## src/rtl/shreg_pkg.sv

```systemverilog
// Shared types and helpers for the serial-link deserializer and its transmitter.
package shreg_pkg;

  localparam int unsigned DEFAULT_WIDTH = 4;

  typedef enum logic {
    ST_IDLE  = 1'b0,
    ST_SHIFT = 1'b1
  } state_e;

  // XOR-reduce a zero-extended word; a 1 means odd population.
  function automatic logic even_parity(input logic [31:0] d);
    return ^d;
  endfunction

endpackage

```

## src/rtl/shreg_hold_reg.sv

```systemverilog
// One-entry valid/ready holding register with overrun detect.
// Carries a parity-error flag alongside the word when SHREG_PARITY_EN is defined.
module shreg_hold_reg
  import shreg_pkg::*;
#(
  parameter int unsigned WIDTH = DEFAULT_WIDTH
) (
  input  logic             clk,
  input  logic             rst_n,
  input  logic             wr_en_i,
  input  logic [WIDTH-1:0] wr_data_i,
`ifdef SHREG_PARITY_EN
  input  logic             wr_perr_i,
  output logic             perr_o,
`endif
  input  logic             rd_ready_i,
  output logic [WIDTH-1:0] data_o,
  output logic             valid_o,
  output logic             overrun_o
);

  logic [WIDTH-1:0] data_q, data_d;
  logic             valid_q, valid_d;
  logic             overrun_q, overrun_d;
`ifdef SHREG_PARITY_EN
  logic             perr_q, perr_d;
`endif

  always_comb begin
    data_d    = data_q;
    valid_d   = valid_q;
    overrun_d = 1'b0;
`ifdef SHREG_PARITY_EN
    perr_d    = perr_q;
`endif
    if (wr_en_i) begin
      // A slot freed on this same edge can take the new word.
      if (!valid_q || rd_ready_i) begin
        data_d  = wr_data_i;
        valid_d = 1'b1;
`ifdef SHREG_PARITY_EN
        perr_d  = wr_perr_i;
`endif
      end else begin
        overrun_d = 1'b1;
      end
    end else if (valid_q && rd_ready_i) begin
      valid_d = 1'b0;
`ifdef SHREG_PARITY_EN
      perr_d  = 1'b0;
`endif
    end
  end

  always_ff @(posedge clk) begin
    if (!rst_n) begin
      data_q    <= '0;
      valid_q   <= 1'b0;
      overrun_q <= 1'b0;
`ifdef SHREG_PARITY_EN
      perr_q    <= 1'b0;
`endif
    end else begin
      data_q    <= data_d;
      valid_q   <= valid_d;
      overrun_q <= overrun_d;
`ifdef SHREG_PARITY_EN
      perr_q    <= perr_d;
`endif
    end
  end

  assign data_o    = data_q;
  assign valid_o   = valid_q;
  assign overrun_o = overrun_q;
`ifdef SHREG_PARITY_EN
  assign perr_o    = perr_q;
`endif

endmodule

```

## src/rtl/shiftreg_deser.sv

```systemverilog
// Serial-in, parallel-out receiver: MSB-first shift register, bit counter and FSM.
// Define SHREG_PARITY_EN to append an even-parity bit to each frame.
module shiftreg_deser
  import shreg_pkg::*;
#(
  parameter int unsigned WIDTH = DEFAULT_WIDTH
) (
  input  logic             clk,
  input  logic             rst_n,
  input  logic             shift_en,
  input  logic             shift_in,
  input  logic             shift_clr,
  output logic [WIDTH-1:0] word_out,
  output logic             word_valid,
  input  logic             word_ready,
`ifdef SHREG_PARITY_EN
  output logic             parity_err,
`endif
  output logic             busy,
  output logic             overrun
);

  localparam int unsigned CNT_W = $clog2(WIDTH + 1);
`ifdef SHREG_PARITY_EN
  localparam int unsigned LAST  = WIDTH;
`else
  localparam int unsigned LAST  = WIDTH - 1;
`endif

  state_e           state_q, state_d;
  logic [CNT_W-1:0] cnt_q, cnt_d;
  logic [WIDTH-1:0] sr_q, sr_d;
  logic             busy_q, busy_d;
  logic             complete_c;
  logic [WIDTH-1:0] word_c;

`ifdef SHREG_PARITY_EN
  // Data bits are already in sr_q; the bit on the wire is the parity bit.
  logic perr_c;
  assign word_c = sr_q;
  assign perr_c = even_parity(32'(sr_q)) ^ shift_in;
`else
  logic unused_msb;
  assign word_c     = {sr_q[WIDTH-2:0], shift_in};
  assign unused_msb = sr_q[WIDTH-1];
`endif

  always_comb begin
    state_d    = state_q;
    cnt_d      = cnt_q;
    sr_d       = sr_q;
    complete_c = 1'b0;
    if (shift_clr) begin
      state_d = ST_IDLE;
      cnt_d   = '0;
      sr_d    = '0;
    end else if (shift_en) begin
      if (cnt_q == CNT_W'(LAST)) begin
        complete_c = 1'b1;
        state_d    = ST_IDLE;
        cnt_d      = '0;
        sr_d       = '0;
      end else begin
        state_d = ST_SHIFT;
        cnt_d   = cnt_q + CNT_W'(1);
        sr_d    = {sr_q[WIDTH-2:0], shift_in};
      end
    end
    busy_d = (state_d == ST_SHIFT);
  end

  always_ff @(posedge clk) begin
    if (!rst_n) begin
      state_q <= ST_IDLE;
      cnt_q   <= '0;
      sr_q    <= '0;
      busy_q  <= 1'b0;
    end else begin
      state_q <= state_d;
      cnt_q   <= cnt_d;
      sr_q    <= sr_d;
      busy_q  <= busy_d;
    end
  end

  assign busy = busy_q;

  shreg_hold_reg #(.WIDTH(WIDTH)) u_hold (
    .clk        (clk),
    .rst_n      (rst_n),
    .wr_en_i    (complete_c),
    .wr_data_i  (word_c),
`ifdef SHREG_PARITY_EN
    .wr_perr_i  (perr_c),
    .perr_o     (parity_err),
`endif
    .rd_ready_i (word_ready),
    .data_o     (word_out),
    .valid_o    (word_valid),
    .overrun_o  (overrun)
  );

endmodule
```

## config.mk

```make
export PLATFORM = sky130hd
export DESIGN_NAME = shiftreg_deser
export DESIGN_NICKNAME = d
export VERILOG_FILES = /design/src/rtl/shreg_pkg.sv /design/src/rtl/shreg_hold_reg.sv /design/src/rtl/shiftreg_deser.sv
export SDC_FILE = /design/constraint.sdc
export NUM_CORES = 1
export LEC_CHECK = 0
export BUFFER_PORTS_ARGS = -buffer_cell sky130_fd_sc_hd__buf_2
export CAP_MARGIN = 20
export CORE_AREA = 10 10 47 49
export DETAILED_ROUTE_END_ITERATION = 8
export DIE_AREA = 0 0 57 59
export PLACE_DENSITY = 0.63
export SYNTH_ARGS = -nofsm -noshare
export SYNTH_HDL_FRONTEND = slang
export SYNTH_HIERARCHICAL = 1
export SYNTH_SLANG_ARGS = --single-unit
```

## constraint.sdc

```tcl
create_clock -name clk -period 3.2 [get_ports clk]
set_input_delay 0.32 -clock clk [delete_from_list [all_inputs] [get_ports clk]]
set_output_delay 0.32 -clock clk [all_outputs]
set_load 0.01 [all_outputs]
```

## Yosys cells after proc, flatten, opt, wreduce, memory -nomap -nowiden

Index checks and enable logic that the tools add are counted.

| storage, ports and cells | value |
|---|---|
| bits in registers | 13 |
| latch bits | 0 |
| memory bits (writable) | 0 |
| ROM bits | 0 |
| input port bits | 6 |
| output and inout bits | 7 |
| logic and storage cells | 28 |
| memories | 0 |

| cells by class | value |
|---|---|
| add/subtract/negate cells | 1 |
| multipliers | 0 |
| divide/modulo/power cells | 0 |
| order comparisons | 0 |
| equal/unequal tests | 2 |
| shifts and indexed selects | 0 |
| muxes and demuxes | 10 |
| bitwise operators | 1 |
| reduce and logical (&&, ||, !) cells | 8 |

Operator list:

| cell | number |
|---|---|
| two-way mux 1 bit | 8 |
| two-way mux 3 bit | 2 |
| AND reduction 2 bit | 3 |
| adder 3 x 1 -> 3 bit (second input constant) | 1 |
| equality test 3 x 2 -> 1 bit (second input constant) | 1 |
| inequality test 2 x 1 -> 1 bit (second input constant) | 1 |
| nonzero test 2 bit | 1 |
| OR reduction 2 bit | 1 |
| logical AND 1 bit | 1 |
| logical NOT 1 bit | 1 |
| logical OR 1 bit | 1 |
| inverter 1 bit | 1 |

## Logic depth before layout (Yosys ltp)

Gate-level depths: netlist of run 1.

| logic depth | value |
|---|---|
| depth after elaboration | 6 |
| gate-level depth with buffers | 6 |
| gate-level depth less buffers | 5 |

## Modules after synthesis

The synthesis of run 1 kept the hierarchy.

Modules (own cells, without submodules):

| module | instances | cells each | area an instance (µm²) | seq. area each (µm²) |
|---|---|---|---|---|
| shiftreg_deser | 1 | 29 | 314.1 | 140.1 |
| shreg_hold_reg | 1 | 24 | 242.7 | 120.1 |

## Worst setup path after synthesis of run 1

No wires, ideal clock.

| timing path | value |
|---|---|
| path type | flip-flop to flip-flop |
| from | register cnt_q[0] |
| to | register u_hold.data_q[0], in the netlist u_hold/data_o[0] |
| library setup time | 0.072 ns |
| arrival time | 1.192 ns |
| required time | 3.128 ns |
| path slack | 1.936 ns |
| stages on the path, launching flop included | 7 |
| path buffers | 1 |
| period minus slack after synthesis | 1.264 ns |
| cell sequence | dfxtp_1 ha_1 nand2_1 nor3_1 nor2b_2 buf_6 mux2i_1 |

| between the ends | value |
|---|---|
| longest elaborated chain between the ends | 5 |

Ends and longest elaborated chain:

| what | RTL line | source |
|---|---|---|
| from (decl) | shiftreg_deser.sv:31 | `logic [CNT_W-1:0] cnt_q, cnt_d;` |
| from (signal assigned) | shiftreg_deser.sv:80 | `cnt_q <= cnt_d;` |
| equality test 3 x 2 -> 1 bit | shiftreg_deser.sv:58 | `if (cnt_q == CNT_W'(LAST)) begin` |
| two-way mux 1 bit | shiftreg_deser.sv:58 |  |
| two-way mux 1 bit | shiftreg_deser.sv:57 | `end else if (shift_en) begin` |
| two-way mux 1 bit | shiftreg_deser.sv:53 | `if (shift_clr) begin` |
| named net complete_c | shiftreg_deser.sv:34 | `logic complete_c;` |
| AND reduction 2 bit (no line) | -- |  |
| to (signal assigned) | shreg_hold_reg.sv:64 | `data_q <= data_d;` |
| to (decl) | shreg_hold_reg.sv:22 | `logic [WIDTH-1:0] data_q, data_d;` |

The timed path passes the listed nets, and every way through them passes these cells.
A chain may end at the register's enable or synchronous reset.

## Worst setup path after layout of run 1

| timing path | value |
|---|---|
| from | register cnt_q[0] |
| to | register u_hold.data_q[1], in the netlist u_hold/data_o[1] |

The elaborated chain is that of the path after synthesis.

==> results of run 1 <==
==> worst min-delay path, delay by kind of cell <==
| family | cells | cell delay (ps) |
|---|---|---|
| buffers and inverters | 1 | 110 |
| muxes | 1 | 60 |
| and+or+nand+nor | 1 | 50 |
==> worst max path at each step <==
stage | from | endpoint | cells after the start
after floorplan | cnt_q[0] | u_hold/data_o[0] | 6
after global placement | shift_en | u_hold/data_o[1] | 5
after detailed placement | shift_en | u_hold/data_o[0] | 5
after CTS | cnt_q[0] | u_hold/data_o[1] | 5
after global routing | cnt_q[0] | u_hold/data_o[1] | 5
final | cnt_q[0] | u_hold/data_o[1] | 5
==> cell families (layout without fill, tap and decap cells) <==
group | Yosys count | after routing | synth area share, %
buf+inv | 4 | 17 | 5.616
fa+ha+maj | 1 | 1 | 2.247
flops | 13 | 13 | 46.74
mux | 5 | 5 | 8.989
compound gates | 6 | 6 | 10.11
simple gates | 24 | 24 | 26.29
==> layer usage <==
layer | up-vias | GRT usage, % | share of wire [%]
met5 | - | 0 | 0
met4 | 0 | 5.034 | 2.2
met3 | 4 | 3.219 | 8.0
met2 | 9 | 8.992 | 43
met1 | 184 | 7.479 | 47
li1 | 214 | - | -
==> cell usage in the layout, fill, tap and decap left out, types with 2 or more instances in the layout <==
| cell | Yosys | final |
|---|---|---|
| buf_2 | 1 | 12 |
| nor2b_2 | 2 | 2 |
| and3_1 | 2 | 2 |
| clkbuf_4 | 0 | 3 |
| a41o_1 | 3 | 3 |
| nor2_1 | 2 | 2 |
| nor4bb_1 | 3 | 3 |
| dfxtp_1 | 13 | 13 |
| mux2i_1 | 5 | 5 |
| nand2b_1 | 2 | 2 |
| nand2_1 | 9 | 9 |
==> layout make-up <==
cell class / instances / area share, %
multi-input cells: 36 / 41.73
flip-flops and latches: 13 / 40.94
well taps: 16 / 3.150
repair buffers: 12 / 9.449
clock buffers: 4 / 4.134
inverters: 1 / 0.5906
==> registers in the layout (all words and copies together) (netlist names) <==
signal and flops:
sr_q 3, cnt_q 3, busy 1, u_hold/valid_o 1, u_hold/overrun_o 1, u_hold/data_o 4
==> power by group <==
part / total, mW / switching [mW] / internal [mW] / leakage (nW)
registers: 0.165 / 0.00120 / 0.164 / 0.105
clock network: 0.0990 / 0.0508 / 0.0483 / 0.0150
logic: 0.0174 / 0.0100 / 0.00732 / 0.165
total: 0.281 / 0.0620 / 0.219 / 0.285
==> impl_metrics.csv, run 1 <==
group,metric,value,unit
status,status,"finished, final reports clean",
logic_synthesis,yosysMostFrequentCell,"dfxtp_1",
detailed_routing,drc,0,
setup_path,rrSetupSlack,1760,ps
setup_path,start_kind,"register",
cts,clk_latency,270,ps
logic_synthesis,yosys-top-cells-count,"13 x dfxtp_1, 9 x nand2_1, 5 x mux2i_1",
global_routing,grt.total_usage,6.519,%
die,core,1401,um^2
setup_path,r2r-end,"u_hold/data_o[1]",
run,max_cap_violations,0,
logic_synthesis,yosys.area.top_type,"dfxtp_1",
cts,post_cts_buffers,0,
logic_synthesis,async_reset_ff_share,0,%
setup_path,crit_buf_inv,0,
detailed_routing,vias_per_cell,5.012,
logic_synthesis,synth_edf_count,0,
setup_path,worstSetupPathType,"register to register",
cts,cts_made_buffers,3,
timing,min_period_over_period,45.16,%
logic_synthesis,yosys_warnings,6,
logic_synthesis,syn_avg_cell_area,10.51,um^2
die,die_w,57,um
power,power.total,0.2812,mW
setup_path,crit_chain,"ha_1, nand2_1, nor3_1, nor2b_2, mux2i_1",
global_routing,grt_max_degree,17,
detailed_routing,drt-pass1-iter-count,4,
timing,finalCriticalPeriod,1445,ps
placed_design,dpl.hpwl,774,um
final_layout,fin_area,635.6,um^2
logic_synthesis,syn_area,556.8,um^2
timing,setup_ws,1755,ps
final_layout,diodes,0,
cts,clk_path_buf_depth,2,
final_layout,multi_input_area,265.3,um^2
final_layout,fillerInstances,146,
setup_path,cp_max_fo,4,
final_layout,drive_above_1_share,27.27,%
die,dieArea,3363,um^2
detailed_routing,dr_total_vias,411,
die,start_util,39.73,%
timing,fmax,692.0,MHz
placed_design,io_buffers,12,
logic_synthesis,synth.net_count,60,
cts,cts_resized,0,
placed_design,post-place-ws,1754,ps
timing,relSlewSlack,83.44,%
cts,ctsHoldBuffers,0,
timing,whs,311.5,ps
final_layout,regArea,260.3,um^2
worst_hold_path,hold_path.class,"input pin to register",
setup_path,arrival,1650,ps
logic_synthesis,synth_cells,53,
timing,skew,0.9893,ps
worst_hold_path,whs_endpoint,"u_hold/data_o[0]",
setup_path,crit_path_end_kind,"register",
logic_synthesis,synth.area.top_cells,"dfxtp_1 47%, mux2i_1 9.0%, nand2_1 6.1%",
global_routing,antenna_found_initial,0,
setup_path,cpLargestDelayFamily,"simple AND/OR/NAND/NOR gates",
cts,clk_transition_reported_paths,80,ps
die,ios,13,
timing,setup_viol_count_final,0,
cts,cts_sinks,13,
timing,finalHoldViolations,0,
final_layout,fin_cells,82,
placed_design,dpl.cell_count,78,
die,die_h,59,um
setup_path,critical_path_required,3400,ps
logic_synthesis,ys.flop_type,"dfxtp_1",
worst_hold_path,min_from,"shift_in",
cts,cts_tree,"done",
global_routing,grt_pass1_wl,1.745,mm
timing,grt_setup_unrepaired,"false",
detailed_routing,antenna_left,0,
final_layout,syn2layout_area_growth,14.16,%
detailed_routing,wl_per_cell,12.40,um
setup_path,reg2reg_depth,5,
final_layout,nNetsFinal,74,
detailed_routing,first_iter_violations,6,
cts,root_buffer,"clkbuf_4",
timing,worst_pin_slew,246.5,ps
setup_path,rr_startpoint,"cnt_q[0]",
logic_synthesis,synth_top_area_share,46.74,%
die,num_rows,14,
logic_synthesis,yosysUniqueCellTypes,20,
timing,maxSlewViolCount,0,
power,p_leak,0.2851,nW
setup_path,max_stage_delay,360,ps
global_routing,grt_overflow,0,
cts,cts.htree.levels,1,
logic_synthesis,ys_seq_area_share,46.74,%
detailed_routing,totalWireLength,1.017,mm
worst_hold_path,min_path_cells,3,
power,power_density,442.4,nW/um^2
timing,tns,0,ps
setup_path,slowest_stage,"dfxtp_1",
global_routing,grt_pass1_vias,394,
placed_design,gp_congestion,0.7000,
final_layout,final_core_util,45.36,%
logic_synthesis,ys_seq_elements,13,
power,ir_drop,0.2148,mV
placed_design,placed_cell_area,609.3,um^2
Note: power is estimated with default switching activity, not from simulation.
==> run 2: changes to the inputs <==
--- a/config.mk
+++ b/config.mk
@@ -5,12 +5,13 @@
 export SDC_FILE = /design/constraint.sdc
 export NUM_CORES = 1
 export LEC_CHECK = 0
+export ABC_AREA = 1
 export BUFFER_PORTS_ARGS = -buffer_cell sky130_fd_sc_hd__buf_2
 export CAP_MARGIN = 20
 export CORE_AREA = 10 10 47 49
 export DETAILED_ROUTE_END_ITERATION = 8
 export DIE_AREA = 0 0 57 59
-export PLACE_DENSITY = 0.63
+export PLACE_DENSITY = 0.61
 export SYNTH_ARGS = -nofsm -noshare
 export SYNTH_HDL_FRONTEND = slang
 export SYNTH_HIERARCHICAL = 1
==> constraint.sdc (replaced) <==
create_clock -name clk -period 1.4 [get_ports clk]
set_input_delay 0.14 -clock clk [delete_from_list [all_inputs] [get_ports clk]]
set_output_delay 0.14 -clock clk [all_outputs]
set_load 0.01 [all_outputs]
==> run 2 against run 1 <==
  * Routed wire length down 1.2%
  * Combinational power up 120%
  * Fmax up 11%
  * Register-to-register slack worse by 1700 ps
  * Clock skew up 4.4 ps
  * Worst hold slack worse by 170 ps
  * Worst setup slack worse by 1700 ps
  * Flip-flop and latch count unchanged
  * Total power up 130%
  * Largest power group unchanged
  * Non-clock buffer count up 2
  * Die area unchanged
==> impl_metrics.csv, run 2 <==
group,metric,value,unit
logic_synthesis,ys_seq_elements,13,
cts,root_buffer,"clkbuf_4",
logic_synthesis,ys.flop_type,"dfxtp_1",
setup_path,cp_max_fo,4,
setup_path,rrSetupSlack,100,ps
detailed_routing,antenna_left,0,
power,ir_drop,0.5006,mV
timing,maxSlewViolCount,0,
die,ios,13,
setup_path,slowest_stage,"dfxtp_1",
detailed_routing,first_iter_violations,5,
logic_synthesis,synth_edf_count,0,
timing,fmax,769.6,MHz
global_routing,grt_pass1_vias,401,
timing,grt_setup_unrepaired,"false",
status,status,"finished, final reports clean",
timing,tns,0,ps
final_layout,layout_common_cells,"15 x nand2_1, 13 x dfxtp_1, 12 x buf_2",
setup_path,rr_startpoint,"cnt_q[0]",
setup_path,start_kind,"register",
logic_synthesis,synth.net_count,77,
final_layout,diodes,0,
detailed_routing,wl_per_cell,9.853,um
global_routing,grt_pass1_wl,1.649,mm
final_layout,largest_reg_flops,4,
power,power.total,0.6457,mW
setup_path,critical_path_required,1600,ps
logic_synthesis,yosys-top-cells-count,"15 x nand2_1, 13 x dfxtp_1, 11 x a21oi_1",
setup_path,cp.depth,6,
setup_path,startpoint,"cnt_q[0]",
setup_path,cpLargestDelayFamily,"flip-flops",
cts,cts.htree.levels,1,
timing,setup_viol_count_final,0,
die,die_h,59,um
cts,clk_latency,270,ps
final_layout,nNetsFinal,94,
cts,clk_transition_reported_paths,80,ps
setup_path,max_stage_delay,360,ps
timing,relSlewSlack,85.64,%
logic_synthesis,synth.area.top_cells,"dfxtp_1 48%, nand2_1 10%, a21oi_1 10%",
cts,post_cts_buffers,0,
global_routing,grt.total_usage,5.964,%
logic_synthesis,yosysMostFrequentCell,"nand2_1",
global_routing,grt_max_degree,11,
logic_synthesis,syn_area,543.0,um^2
cts,cts_tree,"done",
detailed_routing,totalWireLength,1.005,mm
final_layout,drive_above_1_share,30.23,%
detailed_routing,drc,0,
setup_path,r2r-end,"u_hold/data_o[2]",
setup_path,worstSetupPathType,"register to register",
power,p_leak,0.2892,nW
worst_hold_path,hold_path.class,"input pin to register",
die,dieArea,3363,um^2
setup_path,arrival,1500,ps
cts,clk_path_buf_depth,2,
setup_path,crit_buf_inv,1,
logic_synthesis,ys_seq_area_share,47.93,%
die,die_w,57,um
detailed_routing,dr_total_vias,450,
run,max_cap_violations,0,
final_layout,syn2layout_area_growth,20.97,%
logic_synthesis,syn_avg_cell_area,7.757,um^2
placed_design,io_buffers,12,
timing,finalCriticalPeriod,1299,ps
logic_synthesis,synth_top_area_share,47.93,%
setup_path,crit_path_end_kind,"register",
die,start_util,38.75,%
timing,min_period_over_period,92.81,%
detailed_routing,drt-pass1-iter-count,4,
logic_synthesis,async_reset_ff_share,0,%
power,power_density,983.0,nW/um^2
logic_synthesis,synth_cells,70,
setup_path,crit_path_end,"u_hold/data_o[2]",
timing,skew,5.401,ps
final_layout,layout_commonest_cell,"nand2_1",
placed_design,gp_congestion,0.7201,
final_layout,fillerInstances,160,
die,num_rows,14,
global_routing,grt_overflow,0,
placed_design,dpl.hpwl,756.1,um
logic_synthesis,yosys.area.top_type,"dfxtp_1",
logic_synthesis,yosys_warnings,6,
global_routing,antenna_found_initial,0,
logic_synthesis,yosysUniqueCellTypes,14,
cts,cts_made_buffers,3,
timing,worst_pin_slew,214.8,ps
setup_path,reg2reg_depth,6,
die,core,1401,um^2
setup_path,crit_chain,"ha_2, nand2_1, nor3_2, clkdlybuf4s15_2, a21oi_1, nor2_1",
cts,cts_sinks,13,
timing,finalHoldViolations,0,
detailed_routing,vias_per_cell,4.412,
==> run 2: cell types whose count changed after synthesis, moves of 5 or more <==
cell / delta
a21oi_1: +11
nand3_1: +8
inv_1: +6
nand2_1: +6
mux2i_1: -5
==> run 2: layer usage <==
layer | share of wire (%) | track usage [%] | wire, um | vias to the layer above
met4 | 0 | 3.020 | 0 | 0
met5 | 0 | 0 | 0 | -
met3 | 6.4 | 3.219 | 64 | 0
met1 | 48 | 6.424 | 485 | 192
li1 | - | - | - | 251
met2 | 45 | 9.302 | 454 | 7
==> run 2: cell families (layout without fill, tap and decap cells) <==
group,after synthesis,in the layout,share of synthesized area (%)
AOI/OAI and AO/OA,11,11,10.14
adders and majority gates,1,1,2.304
buffers and inverters,13,29,11.52
DFF,13,13,47.93
and+or+nand+nor,32,32,28.11
==> run 2: worst min path at each step <==
stage,from,end,slack [ps],depth (start not counted)
floorplan,rst_n,u_hold/data_o[3],260,2
global placement,shift_in,sr_q[0],430,3
detailed placement,shift_in,sr_q[0],430,3
CTS,rst_n,u_hold/data_o[1],140,3
global route,shift_in,sr_q[0],150,3
finish,shift_in,sr_q[0],140,3
==> run 2: stage by stage <==
stage | std cells | setup slack, ps | hold slack (ps) | utilization, % | cell area (um^2)
after CTS | 101 | 120.8 | 137.2 | 45.54 | 638.1
after floorplan | 70 | 226.5 | 260.7 | - | 543.0
after detailed placement | 97 | 141.4 | 431.3 | 43.66 | 611.8
after global routing | 102 | 7.768 | 150.1 | 46.88 | 656.9
after global placement | 97 | 161.1 | 429.0 | 43.66 | 611.8
final | 102 | 100.6 | 144.0 | 46.88 | 656.9
==> run 2: cell type report <==
| class | instances | area [um^2] | area share, % |
|---|---|---|---|
| well taps | 16 | 20.02 | 3.048 |
| multi-input cells | 44 | 227.7 | 34.67 |
| flip-flops and latches | 13 | 260.3 | 39.62 |
| clock buffers | 4 | 26.28 | 4.000 |
| repair buffers | 14 | 78.83 | 12.00 |
| inverters | 11 | 43.79 | 6.667 |
==> run 2: repair_timing <==
item                                    in CTS  in global routing
hold buffers                                 0                  0
resized for setup                            0                  2
endpoints found under the setup margin       0                  2
==> run 2: worst reg2reg max path, delay by kind of cell, from the launching register on <==
| kind | cells | cell delay, ps |
|---|---|---|
| flip-flops | 1 | 360 |
| AND/OR/NAND/NOR | 3 | 340 |
| buffers and inverters | 1 | 260 |
| adder cells (fa/ha/maj) | 1 | 210 |
| AO/OA/AOI/OAI | 1 | 70 |
==> run 2: power by group <==
group | switching (mW) | internal [mW] | leakage (nW) | total, mW
Sequential | 0.00282 | 0.374 | 0.105 | 0.377
Clock | 0.120 | 0.110 | 0.0150 | 0.230
Combinational | 0.0241 | 0.0145 | 0.169 | 0.0386
Total | 0.147 | 0.499 | 0.289 | 0.646
==> run 3: changes to the inputs <==
--- a/config.mk
+++ b/config.mk
@@ -14,5 +14,4 @@
 export PLACE_DENSITY = 0.61
 export SYNTH_ARGS = -nofsm -noshare
 export SYNTH_HDL_FRONTEND = slang
-export SYNTH_HIERARCHICAL = 1
 export SYNTH_SLANG_ARGS = --single-unit
==> run 3 against run 2 <==
  * Non-clock buffer count decreased by 2
  * Fmax increased by 12%
  * Via count decreased by 1.6%
  * Synthesized area unchanged
  * Flip-flop and latch count unchanged
  * Combinational power decreased by 4%
  * Die area unchanged
  * Cell area decreased by 0.95%
  * Largest power group unchanged
==> impl_metrics.csv, run 3 <==
group,metric,value,unit
final_layout,drive_above_1_share,21.35,%
die,die_w,57,um
logic_synthesis,ys.flop_type,"dfxtp_1",
detailed_routing,antenna_left,0,
detailed_routing,wl_per_cell,9.790,um
logic_synthesis,ys_seq_elements,13,
die,start_util,38.75,%
cts,post_cts_buffers,0,
logic_synthesis,synth.area.top_cells,"dfxtp_1 48%, nand2_1 14%, inv_1 11%",
timing,skew,5.233,ps
timing,finalCriticalPeriod,1161,ps
logic_synthesis,yosysMostFrequentCell,"nand2_1",
timing,fmax,861.4,MHz
setup_path,arrival,1370,ps
logic_synthesis,syn_area,543.0,um^2
logic_synthesis,yosys.area.top_type,"dfxtp_1",
final_layout,nNetsFinal,97,
cts,clk_transition_reported_paths,80,ps
global_routing,antenna_found_initial,0,
final_layout,syn2layout_area_growth,19.82,%
logic_synthesis,synth_edf_count,0,
timing,tns,0,ps
logic_synthesis,yosys_warnings,0,
detailed_routing,first_iter_violations,6,
die,dieArea,3363,um^2
placed_design,io_buffers,12,
global_routing,grt.total_usage,6.928,%
placed_design,gp_congestion,0.7650,
setup_path,worstSetupPathType,"register to register",
power,ir_drop,0.4555,mV
cts,cts_made_buffers,3,
power,p_leak,0.3003,nW
worst_hold_path,hold_path.class,"input pin to register",
logic_synthesis,async_reset_ff_share,0,%
die,die_h,59,um
placed_design,dpl.hpwl,783.6,um
timing,setup_viol_count_final,0,
final_layout,layout_common_cells,"20 x nand2_1, 16 x inv_1, 13 x dfxtp_1",
setup_path,start_kind,"register",
timing,finalHoldViolations,0,
final_layout,largest_reg_flops,4,
setup_path,critical_path_required,1610,ps
setup_path,crit_path_end_kind,"register",
die,num_rows,14,
cts,cts.htree.levels,1,
cts,ctsHoldBuffers,0,
power,power_density,985.4,nW/um^2
detailed_routing,drc,0,
cts,clk_latency,270,ps
logic_synthesis,yosysUniqueCellTypes,14,
timing,min_period_over_period,82.93,%
detailed_routing,totalWireLength,1.028,mm
cts,cts_resized,0,
status,status,"finished, final reports clean",
die,ios,13,
final_layout,fillerInstances,163,
logic_synthesis,ys_seq_area_share,47.93,%
timing,setup_ws,239.0,ps
setup_path,cp_max_fo,6,
logic_synthesis,synth_top_area_share,47.93,%
detailed_routing,vias_per_cell,4.219,
cts,clk_path_buf_depth,2,
final_layout,diodes,0,
placed_design,post-place-ws,263.3,ps
detailed_routing,dr_total_vias,443,
global_routing,grt_pass1_wl,1.759,mm
logic_synthesis,yosys-top-cells-count,"20 x nand2_1, 16 x inv_1, 13 x dfxtp_1",
cts,cts_tree,"done",
final_layout,layout_commonest_cell,"nand2_1",
timing,relSlewSlack,80.70,%
timing,worst_pin_slew,289.4,ps
global_routing,grt_max_degree,9,
run,max_cap_violations,0,
logic_synthesis,synth_cells,73,
die,core,1401,um^2
global_routing,grt_overflow,0,
placed_design,dpl.cell_count,101,
detailed_routing,drt-pass1-iter-count,4,
timing,grt_setup_unrepaired,"false",
cts,root_buffer,"clkbuf_4",
timing,maxSlewViolCount,0,
final_layout,final_core_util,46.43,%
final_layout,fin_cells,105,
global_routing,grt_pass1_vias,413,
logic_synthesis,syn_avg_cell_area,7.439,um^2
logic_synthesis,synth.net_count,80,
cts,cts_sinks,13,
## run 3: cell count changes after synthesis, sizes merged
cell    delta
a21boi     +1
a21oi      -6
buf        -2
inv        +5
nand2      +4
nand3      -7
nand4      +4
nor2       +3
nor3       -1
nor4       +1
o21ai      +1
## run 3: power by group
group	internal [mW]	switching [mW]	total [mW]
registers	0.374	0.00273	0.377
clock network	0.106	0.121	0.227
logic	0.0136	0.0236	0.0372
## run 3: routing by layer
layer  global-route usage (%)  wire length [um]  vias up
li1                         -                 -      256
met1                    7.169               512      177
met2                    8.682               399        8
met3                    5.579               100        2
met4                    6.040                14        0
met5                        0                 0        -
## run 3: final cells by class
class                           count  area (um^2)  share of cell area (%)
Tap cell                           16        20.02                   3.077
Timing Repair Buffer               12        60.06                   9.231
Sequential cell                    13        260.3                   40.00
Multi-Input combinational cell     44        222.7                   34.23
Clock buffer                        3        22.52                   3.462
Inverter                           16        60.06                   9.231
Clock inverter                      1        5.005                  0.7692
## run 3: worst paths after layout
kind	slack (ps)	to	start	cells after the start
worst max-delay path	240	u_hold.data_o[3]	cnt_q[0]	7
worst min-delay path	120	sr_q[0]	shift_in	3
worst max register to register	240	u_hold.data_o[3]	cnt_q[0]	7
worst min register to register	480	sr_q[2]	sr_q[2]	2
## run 3: cell families after synthesis
kind of cell,after synthesis,share of synthesized area [%]
AOI/OAI and AO/OA,7,6.911
DFF,13,47.93
buffers and inverters,16,11.06
adders and majority gates,1,2.304
and+or+nand+nor,36,31.80
## run 3: stage by stage
stage	hold slack, ps	total power, mW	instance area, um^2
4_1_cts	105.8	0.6552	650.6
2_1_floorplan	261.3	0.4060	543.0
6_report	123.1	0.6411	650.6
5_1_grt	111.5	0.6934	650.6
3_3_place_gp	408.7	0.4227	623.1
3_5_place_dp	412.0	0.4228	623.1
## run 3: critical path: stages (launching register included)
cell and delay (ps):
dfxtp_1 350, ha_1 190, nand2_2 90, nor2_4 170
nand3_4 110, nand2_1 70, inv_1 30, nor2_1 90
